===== src/rtl/wb_sram_bridge.sv =====
// wb_sram_bridge
//   Wishbone slave that maps a 2 KB window (BASE_ADDR) onto a 1RW1R 32x512 SRAM macro.
//   Reads use SRAM port A, writes use port B. One transaction is in flight at a time and the
//   acknowledge is registered. Every SRAM-side output comes straight from a flop.
//   Optional feature: define SRAM_RD_CACHE_EN to add a one-entry read buffer that answers a
//   repeated read of the same word in one cycle without touching the SRAM.

module wb_sram_bridge #(
  parameter logic [31:0] BASE_ADDR = 32'h3000_0000,
  parameter int unsigned ADDR_W    = 9
) (
  input  logic              wb_clk_i,
  input  logic              wb_rst_ni,
  input  logic              wbs_stb_i,
  input  logic              wbs_cyc_i,
  input  logic              wbs_we_i,
  input  logic [3:0]        wbs_sel_i,
  input  logic [31:0]       wbs_dat_i,
  input  logic [31:0]       wbs_adr_i,
  output logic              wbs_ack_o,
  output logic [31:0]       wbs_dat_o,
  output logic              sram_csb_a,
  output logic [ADDR_W-1:0] sram_addr_a,
  input  logic [31:0]       sram_dout_a,
  output logic              sram_csb_b,
  output logic              sram_web_b,
  output logic [3:0]        sram_mask_b,
  output logic [ADDR_W-1:0] sram_addr_b,
  output logic [31:0]       sram_din_b
);

  typedef enum logic [2:0] {
    IDLE     = 3'd0,
    WR       = 3'd1,
    RD_ISSUE = 3'd2,
    RD_WAIT  = 3'd3,
    ACK      = 3'd4
  } state_t;

  state_t state, state_d;

  logic              ack_d;
  logic [31:0]       dat_d;
  logic              csb_a_d;
  logic [ADDR_W-1:0] addr_a_d;
  logic              csb_b_d;
  logic              web_b_d;
  logic [3:0]        mask_b_d;
  logic [ADDR_W-1:0] addr_b_d;
  logic [31:0]       din_b_d;

  logic [ADDR_W-1:0] word_addr;
  logic              window_hit;
  logic              req;
  logic              unused_byte_offset;

  // Byte offset bits never select anything; the SRAM is word-addressed.
  assign word_addr          = wbs_adr_i[ADDR_W+1:2];
  assign window_hit         = (wbs_adr_i[31:ADDR_W+2] == BASE_ADDR[31:ADDR_W+2]);
  assign req                = wbs_stb_i & wbs_cyc_i & window_hit;
  assign unused_byte_offset = ^wbs_adr_i[1:0];

`ifdef SRAM_RD_CACHE_EN
  logic              cache_valid, cache_valid_d;
  logic [ADDR_W-1:0] cache_addr, cache_addr_d;
  logic [31:0]       cache_data, cache_data_d;
  logic              cache_hit;

  assign cache_hit = cache_valid && (cache_addr == word_addr);
`endif

  // Next-state and next-output logic; outputs fall back to their idle values each cycle.
  always_comb begin
    state_d  = state;
    ack_d    = 1'b0;
    dat_d    = '0;
    csb_a_d  = 1'b1;
    addr_a_d = sram_addr_a;
    csb_b_d  = 1'b1;
    web_b_d  = 1'b1;
    mask_b_d = sram_mask_b;
    addr_b_d = sram_addr_b;
    din_b_d  = sram_din_b;
`ifdef SRAM_RD_CACHE_EN
    cache_valid_d = cache_valid;
    cache_addr_d  = cache_addr;
    cache_data_d  = cache_data;
`endif

    case (state)
      IDLE: begin
        if (req) begin
          if (wbs_we_i) begin
            state_d  = WR;
            ack_d    = 1'b1;
            mask_b_d = wbs_sel_i;
            addr_b_d = word_addr;
            din_b_d  = wbs_dat_i;
            if (|wbs_sel_i) begin
              csb_b_d = 1'b0;
              web_b_d = 1'b0;
            end
`ifdef SRAM_RD_CACHE_EN
            if (cache_addr == word_addr) begin
              cache_valid_d = 1'b0;
            end
`endif
          end else begin
`ifdef SRAM_RD_CACHE_EN
            if (cache_hit) begin
              state_d = ACK;
              ack_d   = 1'b1;
              dat_d   = cache_data;
            end else begin
              state_d  = RD_ISSUE;
              csb_a_d  = 1'b0;
              addr_a_d = word_addr;
            end
`else
            state_d  = RD_ISSUE;
            csb_a_d  = 1'b0;
            addr_a_d = word_addr;
`endif
          end
        end
      end

      WR: begin
        state_d = IDLE;
      end

      RD_ISSUE: begin
        state_d = wbs_cyc_i ? RD_WAIT : IDLE;
      end

      RD_WAIT: begin
        if (wbs_cyc_i) begin
          state_d = ACK;
          ack_d   = 1'b1;
          dat_d   = sram_dout_a;
`ifdef SRAM_RD_CACHE_EN
          cache_valid_d = 1'b1;
          cache_addr_d  = sram_addr_a;
          cache_data_d  = sram_dout_a;
`endif
        end else begin
          state_d = IDLE;
        end
      end

      ACK: begin
        state_d = IDLE;
      end

      default: begin
        state_d = IDLE;
      end
    endcase
  end

  // FSM state register.
  always_ff @(posedge wb_clk_i or negedge wb_rst_ni) begin
    if (!wb_rst_ni) begin
      state <= IDLE;
    end else begin
      state <= state_d;
    end
  end

  // Bus and SRAM output registers.
  always_ff @(posedge wb_clk_i or negedge wb_rst_ni) begin
    if (!wb_rst_ni) begin
      wbs_ack_o   <= 1'b0;
      wbs_dat_o   <= '0;
      sram_csb_a  <= 1'b1;
      sram_addr_a <= '0;
      sram_csb_b  <= 1'b1;
      sram_web_b  <= 1'b1;
      sram_mask_b <= '0;
      sram_addr_b <= '0;
      sram_din_b  <= '0;
    end else begin
      wbs_ack_o   <= ack_d;
      wbs_dat_o   <= dat_d;
      sram_csb_a  <= csb_a_d;
      sram_addr_a <= addr_a_d;
      sram_csb_b  <= csb_b_d;
      sram_web_b  <= web_b_d;
      sram_mask_b <= mask_b_d;
      sram_addr_b <= addr_b_d;
      sram_din_b  <= din_b_d;
    end
  end

`ifdef SRAM_RD_CACHE_EN
  // One-entry read buffer holding the last word read from the SRAM.
  always_ff @(posedge wb_clk_i or negedge wb_rst_ni) begin
    if (!wb_rst_ni) begin
      cache_valid <= 1'b0;
      cache_addr  <= '0;
      cache_data  <= '0;
    end else begin
      cache_valid <= cache_valid_d;
      cache_addr  <= cache_addr_d;
      cache_data  <= cache_data_d;
    end
  end
`endif

endmodule


===== config.mk =====
export PLATFORM = sky130hd
export DESIGN_NAME = wb_sram_bridge
export DESIGN_NICKNAME = d
export VERILOG_FILES = /design/src/rtl/wb_sram_bridge.sv
export SDC_FILE = /design/constraint.sdc
export NUM_CORES = 1
export LEC_CHECK = 0
export CAP_MARGIN = 15
export CORE_AREA = 2 2 94 96
export CTS_BUF_LIST = sky130_fd_sc_hd__clkbuf_4 sky130_fd_sc_hd__clkbuf_8
export CTS_CLUSTER_DIAMETER = 40
export DETAILED_ROUTE_END_ITERATION = 10
export DIE_AREA = 0 0 96 98
export PLACE_DENSITY = 0.95
export SKIP_CTS_REPAIR_TIMING = 1
export SLEW_MARGIN = 40
export SYNTH_ARGS = -nofsm -noshare
export SYNTH_HDL_FRONTEND = slang
export SYNTH_SLANG_ARGS = --single-unit

===== constraint.sdc =====
create_clock -name wb_clk_i -period 3.32 [get_ports wb_clk_i]
set_input_delay 0.83 -clock wb_clk_i [delete_from_list [all_inputs] [get_ports wb_clk_i]]
set_output_delay 0.83 -clock wb_clk_i [all_outputs]
set_load 0.02 [all_outputs]

# Yosys cells after proc, flatten, opt, wreduce, memory -nomap -nowiden
# Cells that the tools add are included.
totals:
  memories: 0
  mem_bits_ro: 0
  out_inout_bits: 90
  latchBits: 0
  regBits: 92
  input_bits: 105
  ramBits: 0
  wordCells: 37
op_classes:
  shifts: 0
  n_eq_ne: 4
  bitwise_logic: 3
  n_mux: 17
  div_mod_pow: 0
  n_addsub: 0
  n_reduce_logical: 4
  multipliers: 0
  magnitude_cmp: 0
ops:
  columns: ["op", "count"]
  rows:
  - ["32-bit 2-to-1 mux", 2]
  - ["21-bit by 19-bit equality test with 1-bit output, second input constant", 1]
  - ["1-bit 2-to-1 mux", 9]
  - ["3-bit case mux with 3 select lines", 1]
  - ["3-bit by 2-bit equality test with 1-bit output, second input constant", 2]
  - ["3-bit 2-to-1 mux", 2]
  - ["3-bit AND reduction", 2]
  - ["2-bit 2-to-1 mux", 2]
  - ["4-bit OR reduction", 1]
  - ["3-bit logical NOT", 1]
  - ["1-bit AND", 2]
  - ["2-bit != test, second input constant", 1]
  - ["1-bit case mux with 2 select lines", 1]
  - ["1-bit NOT", 1]

# Longest topological paths before layout
# Gate-level depths: netlist of run 1.
depth:
  word_depth: 5
  depth_mapped: 6
  mapped_depth_nobuf: 4

# Worst setup path before layout of run 1
# OpenSTA, ideal clock, no wires.
synth_path:
  kind: "input to register"
  startpoint: "input wbs_adr_i[19]"
  endpoint: "register sram_addr_b[0]"
  stages: 6
  required_ns: 3.195
  n_path_buf: 2
  setup_slack_ns: 0.703
  arrival_ns: 2.492
  path_cell_list: "or4_1 > nor4_4 > and3_4 > buf_12 > buf_12 > mux2_4"
synth_via:
  elab_chain_cells: 3
synth_lines:
  columns: ["element", "line_no", "text"]
  rows:
  - ["start, declared", "19", "input logic [31:0] wbs_adr_i,"]
  - ["21-bit by 19-bit equality test with 1-bit output", "59", "assign window_hit = (wbs_adr_i[31:ADDR_W+2] == BASE_ADDR[31:ADDR_W+2]);"]
  - ["1-bit AND", "60", "assign req = wbs_stb_i & wbs_cyc_i & window_hit;"]
  - ["3-bit AND reduction (no source line)", null, null]
  - ["end signal, assigned", "190", "sram_addr_b <= addr_b_d;"]
  - ["end, declared", "28", "output logic [ADDR_W-1:0] sram_addr_b,"]
# Every way passes these cells.
# A chain may end at the register's enable or synchronous reset.

# Worst setup path after layout of run 1
layout_path:
  startpoint: "input wbs_adr_i[19]"
  endpoint: "register sram_din_b[1]"
layout_via:
  elab_chain_cells: 3
layout_lines:
  columns: ["element", "line_no", "text"]
  rows:
  - ["21-bit by 19-bit equality test with 1-bit output", "59", null]
  - ["1-bit AND", "60", null]
  - ["3-bit AND reduction (no source line)", null, null]
  - ["end signal, assigned", "191", "sram_din_b <= din_b_d;"]
  - ["end, declared", "29", "output logic [31:0] sram_din_b"]
# Every way passes these cells.

==> results of run 1 <==
==> placed cells by master (no fill, tap or decap), types with 2 or more instances in the layout <==
cell type and instances:
and2_1 32, buf_12 4, buf_4 2, bufinv_16 2
clkbuf_4 2, clkbuf_8 10, clkdlybuf4s50_1 191, dfrtp_1 90
dfstp_2 2, mux2_2 26, mux2_4 28, nor4_1 3
o21a_1 2, or4_1 2
==> worst min-delay path by stage <==
stage,end,slack [ns],depth (start not counted)
after floorplan,sram_csb_a,0.49,2
final,sram_din_b[17],0.46,1
after CTS,sram_din_b[14],0.48,1
after global routing,sram_din_b[17],0.49,1
after detailed placement,sram_din_b[29],0.49,1
after global placement,sram_din_b[0],0.49,1
==> critical path, stage by stage <==
cell and delay, ns:
clkdlybuf4s50_1 0.41, or4_1 0.57, nor4_4 0.36, and3_4 0.28, buf_12 0.20, mux2_2 0.35
==> cell type report <==
type | instances | area share, %
sequential | 92 | 40.0
timing repair buffer | 197 | 34.8
multi-input combinational | 108 | 18.9
clock buffer | 12 | 2.65
tap | 108 | 2.34
clock inverter | 4 | 1.26
inverter | 1 | 0.0651
==> flip-flops by register name, indices dropped and copies added, names as in the netlist <==
signal	count
sram_addr_a	9
sram_csb_a	1
wbs_ack_o	1
sram_mask_b	4
sram_addr_b	9
sram_web_b	1
state	3
wbs_dat_o	32
sram_din_b	32
==> power groups by stage <==
stage	Clock (mW)	Sequential [mW]	Combinational (mW)
global route	0.905	1.12	0.166
CTS	0.849	1.12	0.157
floorplan	0	1.14	0.00552
detailed placement	0	1.14	0.156
finish	0.831	1.12	0.154
global placement	0	1.14	0.150
==> cells by family (layout without fill, tap and decap cells) <==
logic type      count (synthesis)  count (layout)  share of synthesized area [%]
mux                            54              54                           20.3
compound gates                  3               3                          0.678
flops                          92              92                           65.7
simple gates                   51              51                           9.99
buf+inv                        11             214                           3.28
==> per-layer routing <==
| layer | vias to the layer above | GRT usage, % |
|---|---|---|
| li1 | 1115 | - |
| met1 | 1222 | 22.1 |
| met2 | 126 | 34.3 |
| met3 | 12 | 6.71 |
| met4 | 0 | 5.71 |
| met5 | - | 0 |
==> through the flow <==
stage / util [%] / hold WS, ns / setup slack (ns)
2_1_floorplan: - / 0.491 / 0.703
3_3_place_gp: 65.5 / 0.488 / 0.149
3_5_place_dp: 65.5 / 0.492 / 0.141
4_1_cts: 68.1 / 0.476 / 0.507
5_1_grt: 68.1 / 0.491 / 0.421
6_report: 68.1 / 0.460 / 0.511
==> run_results.csv, run 1 <==
group,metric,value,unit
synthesis,synth_edf_count,0,
cells_and_area,multi_input_area,1090,um^2
clocking,clockBufferDepth,2,
synthesis,synth_top_area_share,64.2,%
synthesis,synth_seq_cells,92,
cells_and_area,diodes,0,
setup_path,end_kind,"register",
clocking,clock_latency,0.34,ns
place,gp_congestion,0.725,
routing,ant_nets,0,
sta,slew_violations,0,
pwr,pwr-share-seq,53.2,%
clocking,numCtsBuffers,9,
routing,first_iter_violations,51,
synthesis,synth_area,3510,um^2
pwr,power.share.clock,39.5,%
setup_path,cp-startpoint,"wbs_adr_i[19]",
place,dp_cells,506,
routing,via_per_inst,4.74,
floorplanning,core,8470,um^2
sta,fmax,356,MHz
pwr,pwr-share-comb,7.3,%
floorplanning,fp.dieW,96,um
synthesis,ys.flop_type,"dfrtp_1",
setup_path,r2r_slack,1.31,ns
global_route,grt_use_total,19.5,%
global_route,grt_pass1_wl,14.1,mm
synthesis,avgSynthCellArea,16.6,um^2
place,dpl.hpwl,6.91,mm
clocking,htree_levels,3,
routing,routed.top_layer,"met4",
setup_path,r2r-start,"state[0]",
routing,vias,2475,
synthesis,seq_area_frac_synth,65.7,%
cells_and_area,design_area,5770,um^2
flow_run,cap_violations,0,
global_route,grt_pass1_vias,2769,
floorplanning,ioPinCount,195,
routing,drc,0,
setup_path,worstReg2RegEnd,"sram_din_b[1]",
synthesis,synthCells,211,
pwr,switchingPower,0.414,mW
setup_path,worst_ep_arrival_time,3.03,ns
global_route,grt_max_degree,52,
sta,worst_pin_slew,0.541,ns
synthesis,yosys.area.top_type,"dfrtp_1",
place,placed_area,5540,um^2
pwr,p_total,2.10,mW
setup_path,worstSetupStartpointType,"input port",
synthesis,synthesis.nets,316,
floorplanning,num_rows,34,
setup_path,cp.required,3.54,ns
setup_path,endpoint,"sram_din_b[1]",
synthesis,ys_async_sr_fraction,100,%
routing,routed_wl,8.91,mm
sta,hold_viol,0,
global_route,overflow,0,
sta,rsz0062_at_grt,"no",
cells_and_area,nFillCells,596,
setup_path,crit_path_max_fanout,22,
sta,setup_tns,0,ns
sta,relSlewSlack,63.9,%
routing,wl_met3,836,um
cells_and_area,stdcell_count,522,
routing,routedWlPerCell,17.1,um
routing,met2_length,4.69,mm
pwr,p_leak,2.62,nW
clocking,clk_pin_slew,0.09,ns
hold_path,hold_class,"input port to async pin",
synthesis,synth_common_cells,"dfrtp_1, and2_1, mux2_4",
cells_and_area,drive_above_1_share,19.8,%
cells_and_area,nets,514,
clocking,cts.sinks,92,
sta,setup_viol,0,
status,status,"finished, final reports clean",
pwr,ir_drop,0.000319,V
sta,finalCriticalPeriod,2.81,ns
global_route,grt_antenna_before_repair,0,
synthesis,yosys-top-cells-area,"dfrtp_1, mux2_4, mux2_2",
clocking,clockRootBuffer,"clkbuf_8",
clocking,cts_tree,"yes",
routing,wl_met1,3.26,mm
routing,first_pass_iters,4,
place,portBuffers,192,
floorplanning,die_height,98,um
pwr,p_per_area,365,nW/um^2
cells_and_area,register_area,2300,um^2
sta,fin_crit_sh,84.6,%
pwr,cell_internal_pwr,1.69,mW
floorplanning,dieArea,9410,um^2
synthesis,synth.distinct_cells,28,
pwr,switching_share,19.7,%
synthesis,ys_warn_count,0,
setup_path,worstSetupPathType,"input port to register",
setup_path,reg2reg_depth,5,
floorplanning,start_util,41.4,%
cells_and_area,syn_to_final_growth,64.5,%
synthesis,synth.most_common_cell,"dfrtp_1",
sta,finClkSkew,0.0142,ns
(Power assumes the default switching activity.)
==> run 2, diff against run 1 <==
--- a/config.mk
+++ b/config.mk
@@ -6,12 +6,12 @@
 export NUM_CORES = 1
 export LEC_CHECK = 0
 export CAP_MARGIN = 15
-export CORE_AREA = 2 2 94 96
+export CORE_AREA = 2 2 97 99
 export CTS_BUF_LIST = sky130_fd_sc_hd__clkbuf_4 sky130_fd_sc_hd__clkbuf_8
 export CTS_CLUSTER_DIAMETER = 40
 export DETAILED_ROUTE_END_ITERATION = 10
-export DIE_AREA = 0 0 96 98
-export PLACE_DENSITY = 0.95
+export DIE_AREA = 0 0 99 101
+export PLACE_DENSITY = 0.91
 export SKIP_CTS_REPAIR_TIMING = 1
 export SLEW_MARGIN = 40
 export SYNTH_ARGS = -nofsm -noshare
==> constraint.sdc (replaced) <==
create_clock -name wb_clk_i -period 2.9 [get_ports wb_clk_i]
set_input_delay 0.725 -clock wb_clk_i [delete_from_list [all_inputs] [get_ports wb_clk_i]]
set_output_delay 0.725 -clock wb_clk_i [all_outputs]
set_load 0.02 [all_outputs]
==> run 2 against run 1 <==
  * First-iteration DRC count rose by 59%
  * Utilization shrank 3.3 points
  * Largest cell class unchanged
  * Clock skew is 0.0040 ns lower
  * Die area up 6.3%
==> run_results.csv, run 2 (synthesis gave the netlist of run 1 again) <==
group,metric,value,unit
sta,whs,0.347,ns
place,pre_cts_ws,-0.120,ns
floorplanning,num_rows,35,
sta,finalCriticalPeriod,2.63,ns
floorplanning,fp.dieW,99,um
cells_and_area,multi_input_area,1090,um^2
setup_path,crit_family,"simple AND/OR/NAND/NOR gates",
floorplanning,core,8980,um^2
pwr,p_per_area,413,nW/um^2
setup_path,cp.required,3.12,ns
routing,ant_nets,0,
clocking,clock_latency,0.34,ns
sta,rsz0062_at_grt,"no",
setup_path,slowest_stage,"or4_1",
place,placed_area,5600,um^2
global_route,met2_usage,29.0,%
cells_and_area,reg_top3,"sram_din_b: 32 flops, wbs_dat_o: 32 flops",
pwr,ir_drop,0.000258,V
sta,slew_violations,0,
cells_and_area,final_cell_mix,"clkdlybuf4s50_1, dfrtp_1, and2_1",
place,dpl.hpwl,6.68,mm
place,portBuffers,192,
floorplanning,start_util,39.1,%
cells_and_area,nets,520,
clocking,cts_tree,"yes",
global_route,grt_pass1_wl,13.9,mm
cells_and_area,diodes,0,
clocking,clockRootBuffer,"clkbuf_8",
pwr,p_leak,2.65,nW
global_route,grt.busiest_layer,"met2",
cells_and_area,syn_to_final_growth,66.0,%
setup_path,worstSetupPathType,"input port to register",
cells_and_area,nFillCells,643,
global_route,grtUsageMet1,21.3,%
sta,finClkSkew,0.0102,ns
sta,fin_crit_sh,90.8,%
flow_run,cap_violations,0,
global_route,grt_use_total,18.1,%
sta,relSlewSlack,62.1,%
setup_path,end_kind,"register",
cells_and_area,drive_above_1_share,21.0,%
floorplanning,ioPinCount,195,
setup_path,r2r_slack,0.92,ns
setup_path,slowest_delay,0.59,ns
cells_and_area,final_common_cell,"clkdlybuf4s50_1",
hold_path,hold_class,"input port to async pin",
sta,layout_setup_ws,0.267,ns
global_route,overflow,0,
global_route,grt_antenna_before_repair,0,
floorplanning,dieArea,10000,um^2
cells_and_area,register_area,2300,um^2
global_route,grt_max_degree,49,
setup_path,worstSetupStartpointType,"input port",
clocking,cts.sinks,92,
clocking,clockBufferDepth,2,
cells_and_area,design_area,5820,um^2
routing,drc,0,
sta,worst_pin_slew,0.569,ns
global_route,grt_pass1_vias,2688,
setup_path,crit_path_cell_trace,"clkdlybuf4s50_1 > or4_1 > nor4_4 > and3_4 > buf_12 > mux2_2",
routing,routedWlPerCell,16.3,um
routing,routed_wl,8.66,mm
global_route,grt_use_met3,7.98,%
place,dp_cells,515,
sta,setup_viol,0,
routing,via_per_inst,4.65,
setup_path,crit_path_max_fanout,14,
routing,vias,2469,
clocking,clk_pin_slew,0.10,ns
status,status,"finished, final reports clean",
sta,hold_viol,0,
routing,first_pass_iters,4,
setup_path,worst_ep_arrival_time,2.86,ns
sta,fmax,380,MHz
clocking,htree_levels,3,
floorplanning,die_height,101,um
place,gp_congestion,0.697,
cells_and_area,stdcell_count,531,
setup_path,cp_num_buf_inv,2,
routing,first_iter_violations,81,
clocking,numCtsBuffers,9,
[run 2: cell types whose count changed in the layout (fill, tap and decap cells not counted)]
cell / before / now
clkinv_2: 1 / 2
buf_12: 4 / 5
clkinvlp_4: 1 / 0
clkbuf_4: 2 / 1
inv_6: 0 / 2
buf_4: 2 / 7
clkbuf_8: 10 / 9
[run 2: per-layer routing]
layer | up-vias | part of all wire [%]
li1 | 1128 | -
met1 | 1185 | 38
met2 | 140 | 49
met3 | 16 | 11
met4 | 0 | 2.4
met5 | - | 0
[run 2: power by group]
| group | total [mW] | internal, mW | switching (mW) | leakage [nW] |
|---|---|---|---|---|
| Combinational | 0.175 | 0.126 | 0.0489 | 1.26 |
| Clock | 0.949 | 0.499 | 0.449 | 0.114 |
| Sequential | 1.28 | 1.28 | 0.00000158 | 1.28 |
| Total | 2.41 | 1.91 | 0.498 | 2.65 |
[run 2: layout make-up]
| type | instances | area share [%] |
|---|---|---|
| clock inverter | 6 | 1.50 |
| tap | 111 | 2.39 |
| inverter | 1 | 0.0645 |
| timing repair buffer | 203 | 35.5 |
| multi-input combinational | 108 | 18.8 |
| clock buffer | 10 | 2.26 |
| sequential | 92 | 39.6 |
[run 2: final timing paths]
path | endpoint | cells past startpoint | start
setup / recovery | sram_din_b[0] | 6 | wbs_adr_i[19]
hold / removal | sram_din_b[25] | 1 | wb_rst_ni
setup reg to reg | sram_din_b[0] | 5 | state[0]
hold reg to reg | sram_din_b[31] | 1 | sram_din_b[31]
max in group asynchronous | sram_csb_a | 2 | wb_rst_ni
min in group wb_clk_i | sram_din_b[31] | 1 | sram_din_b[31]
[run 2: stage by stage]
| step | util (%) | total power, mW | setup TNS [ns] |
|---|---|---|---|
| after floorplan | - | 1.31 | 0 |
| after global placement | 62.4 | 1.48 | -4.28 |
| after detailed placement | 62.4 | 1.49 | -5.03 |
| after CTS | 64.9 | 2.44 | 0 |
| after global routing | 64.9 | 2.50 | 0 |
| final | 64.9 | 2.41 | 0 |
[run 2: worst register-to-register path, delay by kind of cell (launching register included)]
kind | cells | cell delay (ns)
flip-flops | 1 | 0.40
AND/OR/NAND/NOR | 3 | 0.95
buffers and inverters | 1 | 0.18
multiplexers | 1 | 0.34
